--- src/rtl/systolic_array_ctrl.sv ---
// Load/run sequencer for the CNN systolic array: streams weights and biases in, then input vectors.
// Optional macro SA_CTRL_SKIP_RELOAD_EN adds a reload input that can skip reloading parameters.
module systolic_array_ctrl #(
  parameter int CHANNEL  = 1,
  parameter int FILTERS  = 4,
  parameter int F_WIDTH  = 2,
  parameter int I_D_SIZE = 4,
  parameter int F_D_SIZE = 4,
  parameter int B_D_SIZE = 24,
  parameter int HEIGHT   = CHANNEL * F_WIDTH * F_WIDTH,
  parameter int PIPE_LAT = HEIGHT + FILTERS + 1,
  parameter int CNT_W    = 16,
  parameter int AW       = $clog2(HEIGHT * FILTERS + FILTERS)
) (
  input  logic                                 clk,
  input  logic                                 rst_n,
  input  logic                                 clk_en,
  input  logic                                 start,
  input  logic [CNT_W-1:0]                     frame_len,
`ifdef SA_CTRL_SKIP_RELOAD_EN
  input  logic                                 reload,
`endif
  output logic                                 busy,
  output logic                                 done,
  output logic                                 prm_rd,
  output logic [AW-1:0]                        prm_addr,
  input  logic [B_D_SIZE-1:0]                  prm_data,
  input  logic                                 prm_vld,
  output logic [F_D_SIZE-1:0]                  filter_o,
  output logic [HEIGHT-1:0][FILTERS-1:0]       filter_we,
  output logic [B_D_SIZE-1:0]                  bias_o,
  output logic [FILTERS-1:0]                   bias_we,
  input  logic                                 in_valid,
  output logic                                 in_ready,
  input  logic [HEIGHT-1:0][I_D_SIZE-1:0]      in_data,
  output logic [HEIGHT-1:0][I_D_SIZE-1:0]      vec_o,
  output logic                                 out_valid
);
  localparam int NW = HEIGHT * FILTERS;
  localparam logic [AW-1:0] LAST_W  = AW'(NW - 1);
  localparam logic [AW-1:0] FIRST_B = AW'(NW);
  localparam logic [AW-1:0] LAST_B  = AW'(NW + FILTERS - 1);

  typedef enum logic [2:0] {IDLE, LOAD_W, LOAD_B, RUN, DRAIN} state_t;

  state_t               state;
  logic                 prm_rd_q;
  logic                 pend;
  logic [CNT_W-1:0]     cnt;
  logic [CNT_W-1:0]     cnt_nxt;
  logic [CNT_W-1:0]     frame_len_q;
  logic [PIPE_LAT-1:0]  vsr;
  logic                 beat;
  logic                 accept;
  logic [AW-1:0]        bias_idx;
`ifdef SA_CTRL_SKIP_RELOAD_EN
  logic                 loaded;
`endif

  // A read counts as outstanding only from the cycle after prm_rd.
  assign beat      = clk_en & in_valid & in_ready;
  assign accept    = clk_en & pend & prm_vld;
  assign prm_rd    = prm_rd_q & clk_en;
  assign busy      = (state != IDLE);
  assign filter_o  = prm_data[F_D_SIZE-1:0];
  assign bias_o    = prm_data;
  assign vec_o     = beat ? in_data : '0;
  assign out_valid = vsr[PIPE_LAT-1];
  assign bias_idx  = prm_addr - FIRST_B;
  assign cnt_nxt   = cnt + CNT_W'(1);

  always_comb begin
    filter_we = '0;
    bias_we   = '0;
    if (accept && state == LOAD_W) filter_we = NW'(1) << prm_addr;
    if (accept && state == LOAD_B) bias_we = FILTERS'(1) << bias_idx;
  end

  always_ff @(posedge clk) begin
    if (clk_en && state == IDLE && start) frame_len_q <= frame_len;
  end

  always_ff @(posedge clk or negedge rst_n) begin
    if (!rst_n) begin
      state    <= IDLE;
      prm_rd_q <= 1'b0;
      pend     <= 1'b0;
      prm_addr <= '0;
      cnt      <= '0;
      vsr      <= '0;
      in_ready <= 1'b0;
      done     <= 1'b0;
`ifdef SA_CTRL_SKIP_RELOAD_EN
      loaded   <= 1'b0;
`endif
    end else if (clk_en) begin
      vsr  <= {vsr[PIPE_LAT-2:0], beat};
      done <= 1'b0;
      if (prm_rd_q) begin
        prm_rd_q <= 1'b0;
        pend     <= 1'b1;
      end
      if (accept) pend <= 1'b0;
      case (state)
        IDLE: if (start && !done) begin
          cnt <= '0;
`ifdef SA_CTRL_SKIP_RELOAD_EN
          if (loaded && !reload) begin
            if (frame_len == '0) state <= DRAIN;
            else begin
              state    <= RUN;
              in_ready <= 1'b1;
            end
          end else begin
            state    <= LOAD_W;
            prm_rd_q <= 1'b1;
            prm_addr <= '0;
          end
`else
          state    <= LOAD_W;
          prm_rd_q <= 1'b1;
          prm_addr <= '0;
`endif
        end
        LOAD_W: if (accept) begin
          prm_addr <= prm_addr + AW'(1);
          prm_rd_q <= 1'b1;
          if (prm_addr == LAST_W) state <= LOAD_B;
        end
        LOAD_B: if (accept) begin
          if (prm_addr == LAST_B) begin
`ifdef SA_CTRL_SKIP_RELOAD_EN
            loaded <= 1'b1;
`endif
            if (frame_len_q == '0) state <= DRAIN;
            else begin
              state    <= RUN;
              in_ready <= 1'b1;
            end
          end else begin
            prm_addr <= prm_addr + AW'(1);
            prm_rd_q <= 1'b1;
          end
        end
        RUN: if (beat) begin
          cnt <= cnt_nxt;
          if (cnt_nxt == frame_len_q) begin
            in_ready <= 1'b0;
            state    <= DRAIN;
          end
        end
        DRAIN: if (vsr == '0) begin
          state <= IDLE;
          done  <= 1'b1;
        end
        default: state <= IDLE;
      endcase
    end
  end
endmodule

--- config.mk ---
export PLATFORM = sky130hd
export DESIGN_NAME = systolic_array_ctrl
export DESIGN_NICKNAME = d
export VERILOG_FILES = /design/src/rtl/systolic_array_ctrl.sv
export SDC_FILE = /design/constraint.sdc
export NUM_CORES = 1
export LEC_CHECK = 0
export ABC_AREA = 1
export ABC_CLOCK_PERIOD_IN_PS = 2800
export CORE_MARGIN = 1
export CORE_UTILIZATION = 40
export DETAILED_ROUTE_END_ITERATION = 7
export PLACE_DENSITY = 0.7
export SKIP_LAST_GASP = 1
export SLEW_MARGIN = 20
export SYNTH_ARGS = -nofsm -noshare
export SYNTH_HDL_FRONTEND = slang
export SYNTH_SLANG_ARGS = --single-unit
--- constraint.sdc ---
create_clock -name clk -period 2.8 [get_ports clk]
set_input_delay 0.42 -clock clk [delete_from_list [all_inputs] [get_ports clk]]
set_output_delay 0.42 -clock clk [all_outputs]
set_load 0.03 [all_outputs]
* After elaboration in Yosys (flattened, before gate mapping)
Cells that the tools add are included.
** Word-level totals
- Bits in registers :: 53
- Bits of input ports :: 62
- Output and inout port bits :: 74
- Word-level logic and storage cells :: 91
** Cells by class
- Add/sub/neg operators :: 3
- Equality and inequality tests :: 17
- Shift operators :: 2
- Multiplexer cells :: 36
- Bitwise gates (word level) :: 5
- Reductions and logical operators :: 19
** Operator list (count)
- $mux W16 :: 4
- $pmux W16 S2 :: 1
- $mux W3 :: 9
- $mux W5 :: 4
- $add A16 B1 Y16 const B :: 1
- $eq A16 B16 Y1 :: 1
- $logic_not A16 Y1 :: 1
- $shl A1 B5 Y16 const A :: 1
- $pmux W3 S5 :: 1
- $pmux W5 S3 :: 1
- $ne A2 B2 Y1 const B :: 7
- $mux W1 :: 13
- $logic_not A9 Y1 :: 1
- $reduce_and A9 Y1 :: 1
- $reduce_and A7 Y1 :: 1
- $eq A3 B2 Y1 const B :: 2
- $ne A2 B1 Y1 const B :: 3
- $reduce_and A6 Y1 :: 1
- $reduce_bool A2 Y1 :: 3
- $reduce_bool A3 Y1 :: 2
- $add A5 B1 Y5 const B :: 1
- $and A1 B1 Y1 :: 5
- $eq A5 B4 Y1 const B :: 1
- $eq A5 B5 Y1 const B :: 1
- 12 further kinds :: 16

* Logic depth before layout (Yosys ltp)
Gate-level depths: netlist of the first run.
- Depth in word-level cells :: 5
- Depth in mapped cells :: 15
- Mapped depth without buffers :: 15

* Least setup slack after synthesis of the first run
Ideal clock, no wire load.
- Kind :: register -> register
- Start :: reg state[1]
- End :: reg frame_len_q[0], enable pin
- Library setup time :: 0.409 ns
- Data arrival time :: 2.179 ns
- Data required time :: 2.391 ns
- Setup slack :: 0.212 ns
- Cell stages (with the launch flop) :: 4
- Path buffers :: 0
- Clock period less this slack :: 2.588 ns
- Cells stage by stage :: dfrtp_1 inv_1 nand3_1 nor3_1
** On the way
- Cells in the longest elaborated chain, start to end :: 3
** RTL lines
- start: declaration :: RTL line 46 : state_t state;
- start signal: assignment :: RTL line 85 : state <= IDLE;
- start signal: assignment :: RTL line 120 : state <= LOAD_W;
- start signal: assignment :: RTL line 128 : if (prm_addr == LAST_W) state <= LOAD_B;
- $logic_not A3 Y1 :: RTL line 80 : if (clk_en && state == IDLE && start) frame_len_q <= frame_len;
- $logic_and A1 B1 Y1 (2 in series) :: RTL line 80
- end signal: assignment :: RTL line 80
- end: declaration :: RTL line 51 : logic [CNT_W-1:0] frame_len_q;
No other way between the ends.
A chain may end at the register's enable or synchronous reset.

==> flow_summary_export.csv, run 1 <==
group,metric,value,unit
outcome,outcome,"finished with violations",
outcome,violations,"design-rule violations",
timing,setup_tns,0,ns
setup_path,crit_family,"simple AND/OR/NAND/NOR gates",
timing,setup_viol,0,
synth,avgSynthCellArea,7.189,µm²
synth,synth_edf_count,16,
synth,netlist.area_leader.share,25.01,%
final_layout,utilization,50.55,%
floorplan,pin_count,136,
timing,slew_violations,0,
clock_network,clkSlewWorstSetupHoldPaths,0.10,ns
setup_path,cp_slowest_cell,"dfrtp_1",
place,dpl.cell_count,674,
synth,yosysSeqAreaShare,37.99,%
pwr,p_total,2.495,mW
pwr,netSwitchingFraction,39.18,%
routing,vias,3444,
pwr,powerDensity,557.8,nW/µm²
timing,skew,0.008903,ns
synth,synth_top_family_by_area,"simple AND/OR/NAND/NOR gates",
timing,period_needed,2.563,ns
final_layout,antennaDiodeCount,0,
clock_network,cts_tree,"built",
synth,synth_xor_area_share,0.4731,%
setup_path,path_common_cell,"nor3_1",
min_path,hp-class,"input port to asynchronous set/reset pin",
setup_path,required,2.38,ns
routing,drtAntennaViolNets,0,
clock_network,clk_path_buf_depth,2,
pwr,p_sw,977.5,µW
global_route,grt_pass1_wl,15640,µm
timing,maxSlewHeadroom,42.94,%
global_route,overflow,0,
setup_path,cp.arrival,2.14,ns
synth,synth.most_common_cell,"nand2_1",
timing,hold_viol,0,
final_layout,drive_above_1_share,13.41,%
place,gp_congestion,0.8623,
setup_path,crit_chain,"nor3_1 > inv_1 > nor2_1 > nand3_1 > nor3_1 > buf_4",
pwr,power_frac_seq,41.7,%
timing,rsz0062_at_grt,"yes",
floorplan,die_w,98.21,µm
clock_network,cts_buffers,5,
routing,routedWlPerCell,13.33,µm
clock_network,clkLatencyLatePin,0.32,ns
synth,synth-seq-cells,53,
clock_network,clockRootBuffer,"clkbuf_8",
routing,via_per_inst,5.050,
routing,drcViolationCount,12,
timing,max_freq,390.2,MHz
global_route,antenna_found_initial,0,
pwr,p_leak,2.085,nW
final_layout,num-nets-final,643,
synth,async_flop_share,69.81,%
setup_path,end_kind,"output port",
clock_network,post-cts-setup-buffers,0,
routing,drt_iter0_drc,220,
synth,syn-num-nets,585,
setup_path,critPathKind,"flop to output port",
synth,ys_top_cells_by_area,"dfrtp_1, edfxtp_1, nand2_1, inv_1, nand3_1",
final_layout,area_growth,20.82,%
setup_path,crit_path_max_incr_delay,0.46,ns
synth,synthTopCellsByCount,"nand2_1, inv_1, nand3_1",
synth,synth-compound-area-share,6.353,%
clock_network,clock_sinks,53,
timing,tightest_slew,0.8559,ns
synth,synthCells,515,
synth,synthFlopType,"dfrtp_1",
global_route,grt_pass1_vias,3437,
synth,yosysWarnings,0,
routing,firstDrtPassIters,8,
pwr,clkPwrFrac,22.5,%
clock_network,cts_max_level,2,
floorplan,die_area,9644,µm²
floorplan,num_rows,34,
setup_path,start_kind,"flop",
timing,period_share,91.54,%
synth,synthAdderAreaFrac,2.704,%
synth,synthesis.area,3702,µm²
place,place_hpwl,6951,µm
floorplan,coreArea,8848,µm²
floorplan,initial_core_util,41.84,%
pwr,comb_power_share,35.8,%
floorplan,die_y,98.21,µm
global_route,grt_use_total,19.82,%
clock_network,cts_resized,0,
pwr,ir_drop,467.2,µV
setup_path,critPathMaxFanout,8,
pwr,p_int,1.518,mW
timing,fin_hold_ws,0.2035,ns
clock_network,ctsHoldBuffers,0,
synth,synth_cell_type_count,34,
run,cap_violations,0,
final_layout,fin_cells,682,
global_route,grt_max_degree,38,
synth,synth_mux_area_share,0,%
synth,synth_top_area_cell,"dfrtp_1",
setup_path,worst-path-buf-inv,2,
synth,synth_simple_gate_area_share,36.87,%
place,portBuffers,83,
routing,routed_wl,9094,µm
## placed cells by master, fill, tap and decap left out, drive strengths merged
master / instances
clkbuf: 6
nand4: 17
buf: 40
a21oi: 2
clkinv: 2
dfrtp: 37
nor3: 27
ha: 8
xor2: 2
bufinv: 1
o211ai: 1
inv: 86
clkinvlp: 1
or2: 1
nor2: 59
nand3: 65
o21ai: 24
o41ai: 1
a31oi: 1
nand2: 119
nor4: 2
o22ai: 9
edfxtp: 16
clkdlybuf4s50: 46
o21bai: 1
## through the flow
step | cell area [µm²] | setup WS [ns]
finish | 4473 | 0.2370
global placement | 4353 | 0.3952
global route | 4473 | -0.02609
floorplan | 3702 | 0.2115
CTS | 4473 | 0.2556
detailed placement | 4353 | 0.3272
## worst paths after layout
path / from / end / slack (ns) / cells past startpoint
min: rst_n / cnt[10] / 0.20 / 1
max reg2reg: cnt[0] / state[2] / 0.59 / 14
min in group clk: vsr[6] / vsr[7] / 0.50 / 2
min reg2reg: vsr[6] / vsr[7] / 0.50 / 2
max: state[2] / filter_we[13] / 0.24 / 6
max in group asynchronous: rst_n / vsr[0] / 2.06 / 1
## sequential cells by signal (all words and copies together), names as in the netlist
name / cells
cnt: 16
frame_len_q: 16
vsr: 9
prm_addr: 5
state: 3
done: 1
in_ready: 1
pend: 1
prm_rd_q: 1
## worst reg2reg max path, stage by stage, from the launching register on
cell	delay, ns
dfrtp_1	0.44
ha_1	0.23
nand2_1	0.10
nor2_2	0.31
nand3_1	0.15
nand2_1	0.11
nand3_1	0.07
nand2_1	0.10
nand2_1	0.07
nor2_1	0.11
nand3_2	0.12
nand2_4	0.10
nand3_2	0.08
nand2_1	0.07
nand2_1	0.05
## area by class of cell
class | instances | area, µm²
Clock buffer | 6 | 82.58
Multi-Input combinational cell | 339 | 1723
Tap cell | 108 | 135.1
Timing Repair Buffer | 86 | 758.2
Clock inverter | 2 | 37.54
Fill cell | 861 | 4375
Sequential cell | 53 | 1406
Inverter | 88 | 330.3
## power groups by stage
stage               clock, mW  combinational [mW]  sequential (mW)
global route            0.601               0.998             1.06
CTS                     0.574               0.896             1.04
global placement            0               0.879             1.05
detailed placement          0               0.893             1.05
finish                  0.562               0.893             1.04
floorplan                   0               0.650             1.06
## layer usage
metal  track usage (%)  up-vias  part of all wire [%]
met3             2.792       20                   5.6
met2             33.42      142                    47
met5                 0        -                     0
met4             6.315        0                   1.8
li1                  -     1754                     -
met1             26.30     1528                    45
## cell families (layout without fill, tap and decap cells)
kind of cell	Yosys count	in the layout
compound gates	39	39
simple gates	290	290
xor+xnor	2	2
buf+inv	123	182
fa+ha+maj	8	8
flops	53	53
Note: power is estimated with default switching activity, not from simulation.
==> inputs of run 2 (changes only) <==
--- a/config.mk
+++ b/config.mk
@@ -10,9 +10,9 @@
 export CORE_MARGIN = 1
 export CORE_UTILIZATION = 40
 export DETAILED_ROUTE_END_ITERATION = 7
+export GPL_ROUTABILITY_DRIVEN = 0
 export PLACE_DENSITY = 0.7
 export SKIP_LAST_GASP = 1
-export SLEW_MARGIN = 20
 export SYNTH_ARGS = -nofsm -noshare
 export SYNTH_HDL_FRONTEND = slang
 export SYNTH_SLANG_ARGS = --single-unit
==> results of run 2 <==
Same layout as run 1: the final DEF is identical, and so are final timing and power.
